[src/rtl/load_store_unit.sv]
`default_nettype none
// +--------------------------------------------------------------------------+
// | Module  : load_store_unit                                                |
// | Brief   : byte/half/word load-store engine in front of a word memory,    |
// |           with sub-word stores done as read-modify-write.                |
// | Revision: 1.0                                                            |
// +--------------------------------------------------------------------------+
module load_store_unit #(
  parameter int ADDR_W = 32
) (
  input  logic              clk,
  input  logic              rst_n,
  input  logic              reqValid,
  output logic              reqReady,
  input  logic              reqWrite,
  input  logic [1:0]        reqSize,
  input  logic              reqSigned,
  input  logic [ADDR_W-1:0] reqAddr,
  input  logic [31:0]       reqWData,
  output logic              respValid,
  output logic [31:0]       respRData,
  output logic              misaligned,
  output logic [ADDR_W-1:0] memAddr,
  output logic              memWrEn,
  output logic [31:0]       memWData,
  input  logic [31:0]       memRData
);

  typedef enum logic [2:0] {
    IDLE     = 3'd0,
    LOAD     = 3'd1,
    RMW_READ = 3'd2,
    STORE    = 3'd3,
    DONE     = 3'd4
  } state_t;

  localparam logic [1:0] c_SZ_BYTE = 2'b00;
  localparam logic [1:0] c_SZ_HALF = 2'b01;
  localparam logic [1:0] c_SZ_WORD = 2'b10;

  state_t              r_state;
  state_t              w_state_nxt;
  logic                r_write;
  logic [1:0]          r_size;
  logic                r_signed;
  logic [ADDR_W-1:0]   r_addr;
  logic [31:0]         r_wdata;
  logic                r_mis;
  logic [31:0]         r_rdata;
  logic [31:0]         r_merged;

  logic                w_accept;
  logic                w_req_mis;
  logic [7:0]          w_byte;
  logic [15:0]         w_half;
  logic [31:0]         w_load;
  logic [31:0]         w_merged;

  assign w_accept  = reqValid && (r_state == IDLE);
  assign w_req_mis = (reqSize == 2'b11)
                  || ((reqSize == c_SZ_HALF) && reqAddr[0])
                  || ((reqSize == c_SZ_WORD) && (reqAddr[1:0] != 2'b00));

  // Lane extraction and extension for loads (little-endian lanes).
  always_comb begin
    w_byte = memRData[{r_addr[1:0], 3'b000} +: 8];
    w_half = memRData[{r_addr[1], 4'b0000} +: 16];
    w_load = memRData;
    case (r_size)
      c_SZ_BYTE: w_load = {{24{r_signed & w_byte[7]}}, w_byte};
      c_SZ_HALF: w_load = {{16{r_signed & w_half[15]}}, w_half};
      default:   w_load = memRData;
    endcase
  end

  // Sub-word store: replace only the addressed lane of the current word.
  always_comb begin
    w_merged = memRData;
    if (r_size == c_SZ_BYTE) begin
      w_merged[{r_addr[1:0], 3'b000} +: 8] = r_wdata[7:0];
    end else begin
      w_merged[{r_addr[1], 4'b0000} +: 16] = r_wdata[15:0];
    end
  end

  always_comb begin
    w_state_nxt = r_state;
    case (r_state)
      IDLE: begin
        if (reqValid) begin
          if (w_req_mis)                 w_state_nxt = DONE;
          else if (!reqWrite)            w_state_nxt = LOAD;
          else if (reqSize == c_SZ_WORD) w_state_nxt = STORE;
          else                           w_state_nxt = RMW_READ;
        end
      end
      LOAD:     w_state_nxt = DONE;
      RMW_READ: w_state_nxt = STORE;
      STORE:    w_state_nxt = DONE;
      DONE:     w_state_nxt = IDLE;
      default:  w_state_nxt = IDLE;
    endcase
  end

  always_ff @(posedge clk or negedge rst_n) begin
    if (!rst_n) begin
      r_state <= IDLE;
    end else begin
      r_state <= w_state_nxt;
    end
  end

  always_ff @(posedge clk or negedge rst_n) begin
    if (!rst_n) begin
      r_write  <= 1'b0;
      r_size   <= 2'b00;
      r_signed <= 1'b0;
      r_addr   <= '0;
      r_wdata  <= 32'h0;
      r_mis    <= 1'b0;
      r_rdata  <= 32'h0;
      r_merged <= 32'h0;
    end else begin
      if (w_accept) begin
        r_write  <= reqWrite;
        r_size   <= reqSize;
        r_signed <= reqSigned;
        r_addr   <= reqAddr;
        r_wdata  <= reqWData;
        r_mis    <= w_req_mis;
        // A rejected request reports zero data; valid stores keep the old result.
        if (w_req_mis) begin
          r_rdata <= 32'h0;
        end
      end
      if (r_state == LOAD) begin
        r_rdata <= w_load;
      end
      if (r_state == RMW_READ) begin
        r_merged <= w_merged;
      end
    end
  end

  assign reqReady   = (r_state == IDLE);
  assign respValid  = (r_state == DONE);
  assign misaligned = (r_state == DONE) && r_mis;
  assign respRData  = r_rdata;
  assign memAddr    = {r_addr[ADDR_W-1:2], 2'b00};
  assign memWrEn    = (r_state == STORE) && r_write;
  assign memWData   = (r_state != STORE) ? 32'h0
                    : (r_size == c_SZ_WORD) ? r_wdata : r_merged;

endmodule
`default_nettype wire

[config.mk]
export PLATFORM = sky130hd
export DESIGN_NAME = load_store_unit
export DESIGN_NICKNAME = d
export VERILOG_FILES = /design/src/rtl/load_store_unit.sv
export SDC_FILE = /design/constraint.sdc
export NUM_CORES = 1
export LEC_CHECK = 0
export ABC_AREA = 1
export BUFFER_PORTS_ARGS = -buffer_cell sky130_fd_sc_hd__buf_2
export CAP_MARGIN = 10
export CORE_ASPECT_RATIO = 0.7
export CORE_MARGIN = 2
export CORE_UTILIZATION = 30
export CTS_CLUSTER_DIAMETER = 120
export CTS_CLUSTER_SIZE = 40
export DETAILED_ROUTE_END_ITERATION = 8
export GPL_TIMING_DRIVEN = 0
export PLACE_DENSITY = 0.61
export SLEW_MARGIN = 20
export SYNTH_ARGS = -nofsm -noshare
export SYNTH_HDL_FRONTEND = slang
export SYNTH_SLANG_ARGS = --single-unit
[constraint.sdc]
create_clock -name clk -period 2.15 [get_ports clk]
set_input_delay 0.645 -clock clk [delete_from_list [all_inputs] [get_ports clk]]
set_output_delay 0.645 -clock clk [all_outputs]
set_load 0.01 [all_outputs]
# == After elaboration in Yosys (flattened, before gate mapping) ==
# Index checks and enable logic that the tools add are counted.
# word_totals
ff_bits,136
input_bits,103
word_cells,58
# op_classes
n_addsub,2
eq_ne,11
n_shift,6
n_mux,14
bitwise,2
n_reduce_logical,14
# op_table
op,n
two-way mux 32 bit,6
bitwise mux 32 bit,2
one-hot mux 32 bit (2 select lines),1
variable shift 16 x 7 -> 32 bit (first input constant),1
variable shift 8 x 7 -> 32 bit (first input constant),1
variable part select 16 x 7 -> 32 bit,1
variable part select 32 x 6 -> 16 bit,1
variable part select 32 x 6 -> 8 bit,1
variable part select 8 x 7 -> 32 bit,1
negator 5 -> 7 bit,2
one-hot mux 3 bit (3 select lines),1
equality test 2 bit (second input constant),3
equality test 3 x 2 -> 1 bit (second input constant),2
two-way mux 3 bit,2
nonzero test 2 bit,3
logical AND 1 bit,5
equality test 2 x 1 -> 1 bit (second input constant),2
equality test 3 x 1 -> 1 bit (second input constant),1
equality test 3 bit (second input constant),1
zero test 3 bit,1
inequality test 3 x 2 -> 1 bit (second input constant),1
bitwise AND 1 bit,2
zero test 2 bit,1
logical OR 1 bit,2
other kinds (5),5

# == Longest topological paths before layout ==
# Gate-level depths: netlist of the first run.
# logic_depth
depth_word,7
depth_mapped,11
ltp_nobuf,9

# == Worst setup path after synthesis of the first run ==
# Ideal clock, no wire load.
# synth_path
kind,reg-to-reg
startpoint,register r_addr[0]
endpoint,register r_merged[0]
arrival_ns,2.039
t_required_ns,2.067
slack_ns,0.028
path_stages_with_launch,9
path_buffers,1
period_less_slack_ns,2.122
path_cell_list,dfrtp_1 > inv_1 > clkbuf_1 > ha_1 > nor3_1 > nand2_1 > nand2_1 > inv_1 > o21ai_0
# synth_via
elab_chain_cells,4
elab_cells_between_ends,5
cone_classes,1 x add/sub; 2 x shift; 2 x mux
# synth_lines
item,line_no,rtl
"start, declared",46,logic [ADDR_W-1:0] r_addr;
"start signal, assigned",128,r_addr <= reqAddr;
negator 5 -> 7 bit *,80,"w_merged[{r_addr[1:0], 3'b000} +: 8] = r_wdata[7:0];"
variable part select 8 x 7 -> 32 bit / variable shift 8 x 7 -> 32 bit (equally long branches),80,
bitwise mux 32 bit *,80,
two-way mux 32 bit *,79,if (r_size == c_SZ_BYTE) begin
"end signal, assigned",140,r_merged <= w_merged;
"end, declared",50,logic [31:0] r_merged;
# Mark *: on every way between the ends. The rest lies on a longest branch, timed or not.
# A chain may end at the register's enable or synchronous reset.

# == Worst setup path in the final report of the first run ==
# layout_path
startpoint,register r_size[1]
endpoint,output port memWData[6]
# layout_via
elab_chain_cells,3
# layout_lines
item,line_no,rtl
"start, declared",44,logic [1:0] r_size;
"start signal, assigned",126,r_size <= reqSize;
equality test 2 bit,152,: (r_size == c_SZ_WORD) ? r_wdata : r_merged;
two-way mux 32 bit,152,
two-way mux 32 bit,151,assign memWData = (r_state != STORE) ? 32'h0
"end, declared",25,"output logic [31:0] memWData,"
# Every way passes these cells.

==> summary.txt, run 1 <==
Floorplanning
  – Die height: ~140 µm
  – Core Area: 0.02480 mm²
  – Die area: between 0.02 and 0.03 mm²
  – Initial Util: 0.3073
  – Placement Rows: 48
  – Die Wd: ~190 µm
  – Top Ports: 203

Synthesis
  – Synth Warn #: 0
  – XOR/XNOR share of the synthesized area: 0
  – Sequential area share after synthesis: 0.4465
  – Post-synthesis adder-cell area fraction: 0.008207
  – Cell Area, Synth: 0.007622 mm²
  – Synthesized area per cell: approximately 7.1 µm²
  – Simple-gate share of the synthesized area: 0.2730
  – Cells after synthesis: roughly 1.1k
  – Synth Area in Compound Gates: 0.1678
  – Mux contribution to synthesized area: 0
  – Main combinational cell family by area after synthesis: simple AND/OR/NAND/NOR gates
  – Yosys reg bits: 136
  – Yosys cell types: 30

Timing
  – Highest Clock Rate: 406.4 MHz
  – Hold_ws: 0.1171 ns
  – Final setup vio count: 33
  – Final Slew Violations: 0
  – Setup Skew: 0.01241 ns
  – Least-Margin Pin Slew: 0.7245 ns
  – Fin crit period: 2.460 ns
  – RSZ-0062 raised after global routing: true
  – Worst setup margin: -0.3105 ns
  – Max_slew headroom: 0.5170
  – Final Hold Fails: 0
  – Tcrit/Tclk final: 1.144

Clocking
  – Clock tree buffer depth: 2
  – Cts bufs inserted: 17
  – Worst-path clk slew: 0.07 ns
  – # H-tree levels: 4
  – CTS tree: built
  – Clk root buf: clkbuf_16
  – CTS Sinks: 136
  – Clock Latency Late Sink: 0.44 ns

Critical path
  – Critical path's slowest cell: dfrtp_1
  – Worst Setup End Kind: primary output
  – Most Frequent Cell on Critical Path: buf_12
  – Critical Path Fanout Max: 6
  – WS Path Type: reg2out
  – WP data arrival: 1.82 ns
  – Critical path endpoint: memWData[6]
  – Worst Setup SP: r_size[1]
  – WP data required: about 1.5 ns
  – Reg2Reg Capture Point: r_merged[20]
  – Crit path cell chain: inv_6, nor2_4, buf_12, buf_12, nor2_2, a211oi_4, buf_2
  – R2R cell count: 10
  – Startpoint Class: flip-flop
  – Flop2flop setup slack: around 0.14 ns
  – CP peak stage delay: roughly 0.42 ns
  – RR Startpoint: r_addr[0]

Min path
  – Hold WC Path Type: in2async

Placement
  – I/O Buffers: 200
  – HPWL after DPL: 22,120 µm
  – Placed cell areas: 0.009071 mm²
  – Gpl congestion: 0.9191

Drt
  – WL/cell: 17.90 µm
  – # DRC: 0
  – WL final: 29,390 µm
  – Antenna-violating nets left: 0
  – Routed vias: 8,009
  – DRT Pass-1 Iters: 5
  – Drt initial violations: 725
  – Via density: a little under 5

Global routing
  – Largest net degree at the start of global routing: 80
  – Vias in the first global route: 7,465
  – Initial antenna violation count: 1
  – Tot GR Track Use: 0.2218
  – First-pass GRT wire length: 44,300 µm
  – Gr ovfl total: 0

Run status
  – Outcome: finished, violations left
  – Failing checks: negative setup slack

Job
  – Max_cap viols: 0

Layout
  – Highest-count cells in the layout ignoring fill and taps: nand2_1 (454), buf_2 (210), dfrtp_1 (133), o21ai_0 (132), inv_1 (55)
  – Nets: 1,413
  – Final core occ: 0.4160
  – Fillers: 2,643
  – Synthesis-to-layout area growth: 35.37%
  – Most common cell after layout, fill and taps aside: nand2_1
  – Final instance area: between 0.01 and 0.015 mm²
  – Layout cells sized above 1: 0.2926

Pwr
  – Worst vdd ir: 615.5 µV
  – Final total power: 16.05 mW
  – Pwr Density: 1556 mW/mm²
  – P_leak: 5.464 nW
worst min-delay path by stage:
stage | endpoint | cells after the start | slack [ns] | start
floorplan | r_addr[0] | 0 | 0.35 | rst_n
CTS | respRData[16] | 1 | 0.14 | rst_n
detailed placement | r_addr[24] | 2 | 0.46 | r_addr[24]
global placement | r_wdata[22] | 2 | 0.45 | r_wdata[22]
global route | respRData[18] | 1 | 0.15 | rst_n
finish | respRData[18] | 1 | 0.12 | rst_n
metal layers:
layer  share of wire  global-route usage
met5               0                   0
met2            0.40              0.3072
met4          0.0082             0.04103
met1            0.51              0.3391
met3           0.085             0.06242
worst max-delay path, delay by kind of cell (launching register included):
kind | cells | cell delay (ns)
flip-flops | 1 | 0.42
AO/OA/AOI/OAI | 1 | 0.23
AND/OR/NAND/NOR | 2 | 0.20
buffers and inverters | 4 | 0.54
cells in the mapped netlist:
library cell  count  area share
nor2_1           40       0.020
clkbuf_1         33       0.016
a21oi_1          60       0.039
o22ai_1           1     0.00082
o21bai_1         16       0.016
nor2_4            1      0.0015
ha_1              5      0.0082
inv_2             9      0.0044
nand2_4           1      0.0015
a211oi_1         16       0.016
dfrtp_1         136        0.45
and3_1            1     0.00082
nand3_2           1      0.0013
buf_1             1     0.00049
nor3_4            1      0.0021
o21ai_0         132       0.087
buf_6             4      0.0059
nor2_8            1      0.0026
nand4_1           1     0.00082
buf_2            16       0.011
a21oi_4           1      0.0021
o21ai_1          11      0.0072
nand3_1          20       0.013
inv_1            59       0.029
nand2_1         460        0.23
buf_4            38       0.037
nor3_1            2      0.0013
nor4_1            1     0.00082
nand2_2           1     0.00082
conb_1            1     0.00049
cell families after synthesis:
group | after synthesis
DFF | 136
adders and majority gates | 5
AOI/OAI and AO/OA | 237
buffers and inverters | 160
and+or+nand+nor | 531
other | 1
per-stage QoR:
step / setup TNS, ns / std cells / setup slack, ns
floorplan: 0 / 1071 / 0.02845
global placement: -240.67 / 1596 / -1.630
detailed placement: -20.97 / 1597 / -0.6760
CTS: -9.874 / 1641 / -0.3461
global route: -10.90 / 1641 / -0.3937
finish: -8.003 / 1642 / -0.3105
layout make-up:
type / count / area (µm²) / share of cell area
diodes: 1 / 2.502 / 0.0002425
plain buffers: 88 / 675.6 / 0.06548
clock buffers: 20 / 456.7 / 0.04426
clock inverters: 10 / 146.4 / 0.01419
inverters: 68 / 267.8 / 0.02595
multi-input cells: 775 / 3674 / 0.3560
flip-flops and latches: 136 / 3407 / 0.3302
well taps: 325 / 406.6 / 0.03941
repair buffers: 219 / 1282 / 0.1243
power by group:
| part | leakage [nW] | switching, mW | internal (mW) |
|---|---|---|---|
| sequential | 1.71 | 0.816 | 3.73 |
| clock | 0.281 | 1.21 | 1.88 |
| combinational | 3.48 | 5.32 | 3.10 |
| total | 5.46 | 7.35 | 8.71 |
timing repair:
action                                  CTS  global route
pin swaps                                 6            13
resized for setup                        86            38
hold buffers                              0             0
gates cloned                              4             1
endpoints found under the setup margin   65            68
endpoints found under the hold margin     0             0
buffers inserted                         12             2
state kept, by name, indices dropped and copies added (netlist names), 2 cells and up:
name,count
r_addr,32
r_merged,32
r_size,2
r_state,3
r_wdata,32
respRData,32
(Power assumes the default switching activity.)
==> run 2, diff against run 1 <==
- CORE_MARGIN: 2 -> 5
==> summary.txt, run 2 (synthesis results as in run 1) <==
Timing
  – Tcrit/Tclk final: 1.135 (-0.009361)
  – RSZ-0062 raised after global routing: true
  – Setup TNS: -7.148 ns (+0.8549 ns)
  – Final setup vio count: 32 (-3.0%)
  – Final Hold Fails: 0 (unchanged)
  – Least-Margin Pin Slew: 0.7469 ns (+0.02236 ns)
  – Fin crit period: 2.440 ns (-0.02013 ns)
  – Max_slew headroom: 0.5021 (-0.01491)
  – Setup Skew: 0.01068 ns (-0.001730 ns)
  – Final Slew Violations: 0 (unchanged)
  – Highest Clock Rate: 409.8 MHz (+0.82%)
  – Worst setup margin: -0.2904 ns (+0.02013 ns)

Critical path
  – WS Path Type: reg2out
  – Crit path cell chain: inv_6, nor2_4, buf_12, clkbuf_16, nor2_4, a211oi_2, buf_2
  – CP peak stage delay: 0.42 ns (about the same)
  – WP data required: 1.50 ns (about the same)
  – Critical Path Fanout Max: 5 (-1)
  – Most Frequent Cell on Critical Path: nor2_4
  – Family with the most delay on the worst path: buffers and inverters
  – Critical path's slowest cell: dfrtp_1
  – Buffers & Inverters on Critical Path: 4 (unchanged)
  – Worst Setup End Kind: primary output
  – Startpoint Class: flip-flop
  – WP data arrival: 1.80 ns (-0.02 ns)

Layout
  – Most common cell after layout, fill and taps aside: nand2_1
  – Layout cells sized above 1: 0.3041 (+0.01153)
  – Highest-count cells in the layout ignoring fill and taps: nand2_1 (441), buf_2 (210), dfrtp_1 (133), o21ai_0 (132), inv_1 (55)
  – Synthesis-to-layout area growth: 36.42%
  – Nets: 1,417 (+0.28%)
  – Fillers: 2,658 (+0.57%)

Drt
  – Routed vias: 8,014 (+0.062%)
  – WL/cell: 18.22 µm (+1.8%)
  – DRT Pass-1 Iters: 5 (unchanged)
  – Via density: 4.863 (-0.30%)
  – # DRC: 0 (unchanged)
  – Antenna-violating nets left: 0 (unchanged)
  – WL final: 30,030 µm (+2.2%)
  – Drt initial violations: 695 (-4.1%)

Floorplanning
  – Top Ports: 203 (unchanged)
  – Placement Rows: 48 (unchanged)
  – Die Wd: 200.5 µm (+3.1%)
  – Core Area: 0.02486 mm² (+0.24%)
  – Die area: 0.02875 mm² (+7.6%)
  – Die height: 143.4 µm (+4.4%)
  – Initial Util: 0.3066 (-0.0007423)

Pwr
  – P_leak: 5.526 nW (+1.1%)
  – Pwr Density: 1568 mW/mm² (+0.78%)
  – Worst vdd ir: 703.2 µV (+14%)
  – Final total power: 16.30 mW (+1.6%)

Global routing
  – Largest net degree at the start of global routing: 79 (-1.3%)
  – Tot GR Track Use: 0.2047 (-0.01709)
  – Initial antenna violation count: 2 (+1)
  – Gr ovfl total: 0 (unchanged)
  – Vias in the first global route: 7,663 (+2.7%)
  – First-pass GRT wire length: 45,530 µm (+2.8%)

Run status
  – Outcome: finished, violations left
  – Failing checks: negative setup slack

Clocking
  – Worst-path clk slew: 0.07 ns (about the same)
  – CTS Sinks: 136 (unchanged)
  – Clock tree buffer depth: 2 (unchanged)
  – Clk root buf: clkbuf_16
  – Cts bufs inserted: 17 (unchanged)
  – CTS tree: built
  – Clock Latency Late Sink: 0.44 ns (about the same)
  – # H-tree levels: 4 (unchanged)

Job
  – Max_cap viols: 0 (unchanged)

Min path
  – Hold WC Path Type: in2async

Placement
  – Gpl congestion: 0.9550 (+3.9%)
  – I/O Buffers: 200 (unchanged)
  – HPWL after DPL: 22,720 µm (+2.7%)
run 2: cell types whose count changed in the layout (fill, tap and decap cells not counted), moves of 4 or more:
cell        change
nand2_1        -13
nand2_2         +8
buf_4           +5
clkinvlp_4      -4
nand2_4         +4
run 2: area by class of cell:
class	instances	area [µm²]	area share
plain buffers	88	665.6	0.06401
clock inverters	14	187.7	0.01805
flip-flops and latches	136	3407	0.3276
repair buffers	223	1286	0.1237
inverters	68	275.3	0.02647
clock buffers	18	439.2	0.04223
multi-input cells	775	3729	0.3586
diodes	1	2.502	0.0002406
well taps	325	406.6	0.03910
run 2: worst paths after layout:
check	end	cells after the start	start	slack, ns
max	memWData[15]	7	r_size[1]	-0.29
min	respRData[18]	1	rst_n	0.11
max reg2reg	r_merged[22]	10	r_addr[0]	0.15
min reg2reg	r_addr[11]	2	r_addr[11]	0.47
max in group asynchronous	r_addr[7]	2	rst_n	1.26
min in group clk	r_addr[16]	3	reqAddr[16]	0.40
run 2: power by group:
part / switching [mW] / internal [mW]
clock network: 1.30 / 1.89
logic: 5.35 / 3.16
registers: 0.878 / 3.73
run 2: what timing repair did:
item | CTS | global route
endpoints found under the setup margin | 65 | 91
gates resized for setup | 85 | 51
pin swaps | 14 | 7
hold buffers | 0 | 0
cloned | 3 | 2
buffers inserted | 11 | 7
endpoints found under the hold margin | 0 | 0
run 2: per-layer routing:
layer	up-vias	GRT usage	wire (µm)	share of wire
li1	3862	-	-	-
met1	3810	0.3074	14770	0.49
met2	316	0.2910	12350	0.41
met3	24	0.06181	2601	0.087
met4	2	0.04198	289	0.0096
met5	-	0	11	0.00037
run 2: metrics by stage:
stage	hold slack [ns]	cell area, µm²	util	cells	setup WS (ns)
4_1_cts	0.1348	10210	0.4107	1641	-0.3160
3_3_place_gp	0.4554	9034	0.3633	1596	-1.649
3_5_place_dp	0.4575	9071	0.3648	1597	-0.8192
6_report	0.1134	10400	0.4182	1648	-0.2904
2_1_floorplan	0.3494	7626	-	1071	0.02845
5_1_grt	0.1611	10400	0.4182	1648	-0.3507
==> run 3, diff against run 2 <==
- CORE_UTILIZATION: 30 -> 48
- PLACE_DENSITY: 0.61 -> 0.86
==> summary.txt, run 3 (synthesis results as in run 1) <==
Pwr
  – Clk pwr share: 0.181 (-0.014)
  – Sw Pwr: 7.233 mW (-3.9%)
  – Internal Dissipation: 8.328 mW (-5.1%)
  – Sw frac: 0.4648 (+0.003252)
  – Worst vdd ir: 809.0 µV (+15%)
  – Combinational power share: 0.523 (about the same)
  – Flop pwr share: 0.295 (+0.012)
  – Pwr Density: 1555 mW/mm² (-0.79%)
  – P_leak: 5.426 nW (-1.8%)

Global routing
  – First-pass GRT wire length: 42,010 µm (-7.7%)
  – Gr ovfl total: 0 (unchanged)
  – Vias in the first global route: 7,713 (+0.65%)
  – Largest net degree at the start of global routing: 81 (+2.5%)
  – Tot GR Track Use: 0.2920 (+0.08723)
  – Initial antenna violation count: 0 (-2)

Clocking
  – Clock Latency Late Sink: 0.43 ns (about the same)
  – Clock tree buffer depth: 2 (unchanged)
  – Cts bufs inserted: 17 (unchanged)
  – # H-tree levels: 4 (unchanged)
  – Clk root buf: clkbuf_16
  – CTS Sinks: 136 (unchanged)
  – Hold-fix buffer count after cts: 0 (unchanged)
  – CTS tree: built
  – Worst-path clk slew: 0.06 ns (about the same)

Layout
  – Final core occ: 0.6435 (+0.2253)
  – Nets: 1,411 (-0.42%)
  – Most common cell after layout, fill and taps aside: nand2_1
  – Fillers: 1,396 (-47%)
  – Synthesis-to-layout area growth: 31.25%
  – Highest-count cells in the layout ignoring fill and taps: nand2_1 (448), buf_2 (211), dfrtp_1 (133), o21ai_0 (132), inv_1 (56)
  – Layout cells sized above 1: 0.2895 (-0.01457)

Timing
  – Fin crit period: 2.463 ns (+0.02313 ns)
  – Worst setup margin: -0.3135 ns (-0.02313 ns)
  – Max_slew headroom: 0.5038 (+0.001676)
  – Final Slew Violations: 0 (unchanged)
  – Setup Skew: 0.01805 ns (+0.007370 ns)
  – Tcrit/Tclk final: 1.146 (+0.01076)
  – Final setup vio count: 32 (unchanged)
  – Final Hold Fails: 0 (unchanged)
  – Least-Margin Pin Slew: 0.7416 ns (-0.005254 ns)
  – RSZ-0062 raised after global routing: true
  – Highest Clock Rate: 405.9 MHz (-0.94%)

Job
  – Max_cap viols: 0 (unchanged)

Critical path
  – Worst Setup End Kind: primary output
  – Critical Path Fanout Max: 5 (unchanged)
  – WS Path Type: reg2out
  – Crit path cell chain: buf_6, inv_6, nor2_4, buf_6, clkbuf_16, nor2_2, a211oi_2, buf_2
  – CP peak stage delay: 0.34 ns (-0.08 ns)
  – Startpoint Class: flip-flop
  – Most Frequent Cell on Critical Path: buf_6
  – Critical path's slowest cell: dfrtp_1
  – WP data arrival: 1.82 ns (+0.02 ns)
  – WP data required: 1.50 ns (about the same)

Floorplanning
  – Initial Util: 0.4903 (+0.1837)
  – Top Ports: 203 (unchanged)
  – Placement Rows: 38 (-21%)
  – Die height: 115.4 µm (-19%)
  – Core Area: 0.01555 mm² (-37%)
  – Die area: 0.01854 mm² (-36%)
  – Die Wd: 160.6 µm (-20%)

Placement
  – Gpl congestion: 1.003 (+5.0%)
  – Dpl ws: -0.7269 ns (+0.09234 ns)
  – HPWL after DPL: 20,150 µm (-11%)
  – I/O Buffers: 200 (unchanged)

Drt
  – DRT Pass-1 Iters: 5 (unchanged)
  – # DRC: 0 (unchanged)
  – WL/cell: 17.86 µm (-2.0%)
  – WL final: 27,120 µm (-9.7%)
  – Via density: 5.332 (+9.6%)
  – Antenna-violating nets left: 0 (unchanged)
  – Drt initial violations: 843 (+21%)
  – Routed vias: 8,094 (+1.0%)

Min path
  – Hold WC Path Type: in2async

Run status
  – Failing checks: negative setup slack
  – Outcome: finished, violations left
-- run 3: final cells by class --
cell class                      count  area [µm²]  area share
Clock buffer                       19       432.9     0.04327
Tap cell                          200       250.2     0.02501
Sequential cell                   136        3407      0.3405
Antenna cell                        2       5.005   0.0005002
Multi-Input combinational cell    775        3659      0.3657
Buffer                             89       645.6     0.06453
Inverter                           68       270.3     0.02701
Timing Repair Buffer              216        1214      0.1213
Clock inverter                     13       121.4     0.01213
-- run 3: layer usage --
metal  vias to the layer above  global-route usage  share of wire
met5                         -                   0              0
met3                        43             0.09278           0.12
met2                       453              0.4225           0.42
li1                       3846                   -              -
met4                         0             0.08252          0.017
met1                      3752              0.4239           0.44
-- run 3: power by group through the flow --
stage | registers (mW) | clock network [mW] | logic (mW)
floorplan | 4.36 | 0 | 4.83
global placement | 4.46 | 0 | 6.99
detailed placement | 4.49 | 0 | 7.15
CTS | 4.54 | 2.85 | 7.76
global route | 4.71 | 2.97 | 9.02
finish | 4.60 | 2.82 | 8.15
-- run 3: repair_timing --
item,in CTS,in global routing
resized for setup,78,31
setup endpoints to repair,65,52
setup buffers,9,2
hold endpoints to repair,0,0
pin swaps,15,7
gates cloned,3,1
-- run 3: worst paths after layout --
kind                        startpoint       endpoint  slack [ns]  cells after the start
setup / recovery             r_size[1]   memWData[13]       -0.31                      8
hold / removal                   rst_n  respRData[11]        0.13                      1
setup reg to reg             r_addr[0]   r_merged[12]        0.12                      8
hold reg to reg             r_addr[15]     r_addr[15]        0.47                      2
max in group asynchronous        rst_n    r_merged[5]        1.27                      2
min in group clk           reqAddr[11]     r_addr[11]        0.42                      3
-- run 3: metrics by stage --
stage          TNS (ns)  area (µm²)  total power [mW]  std cells  hold WS [ns]
2_1_floorplan         0        7626             9.197       1071        0.3494
3_3_place_gp    -210.78        8877             11.45       1471        0.4517
3_5_place_dp     -19.51        8915             11.65       1472        0.4574
4_1_cts          -7.708        9868             15.14       1515        0.1398
5_1_grt          -10.73       10000             16.70       1516        0.1583
6_report         -8.229       10000             15.56       1518        0.1272
-- run 3: critical path: cells and delay by family, from the launching register on --
kind	cells	cell delay, ns
buffers and inverters	5	0.62
DFF	1	0.34
and+or+nand+nor	2	0.24
AOI/OAI and AO/OA	1	0.19
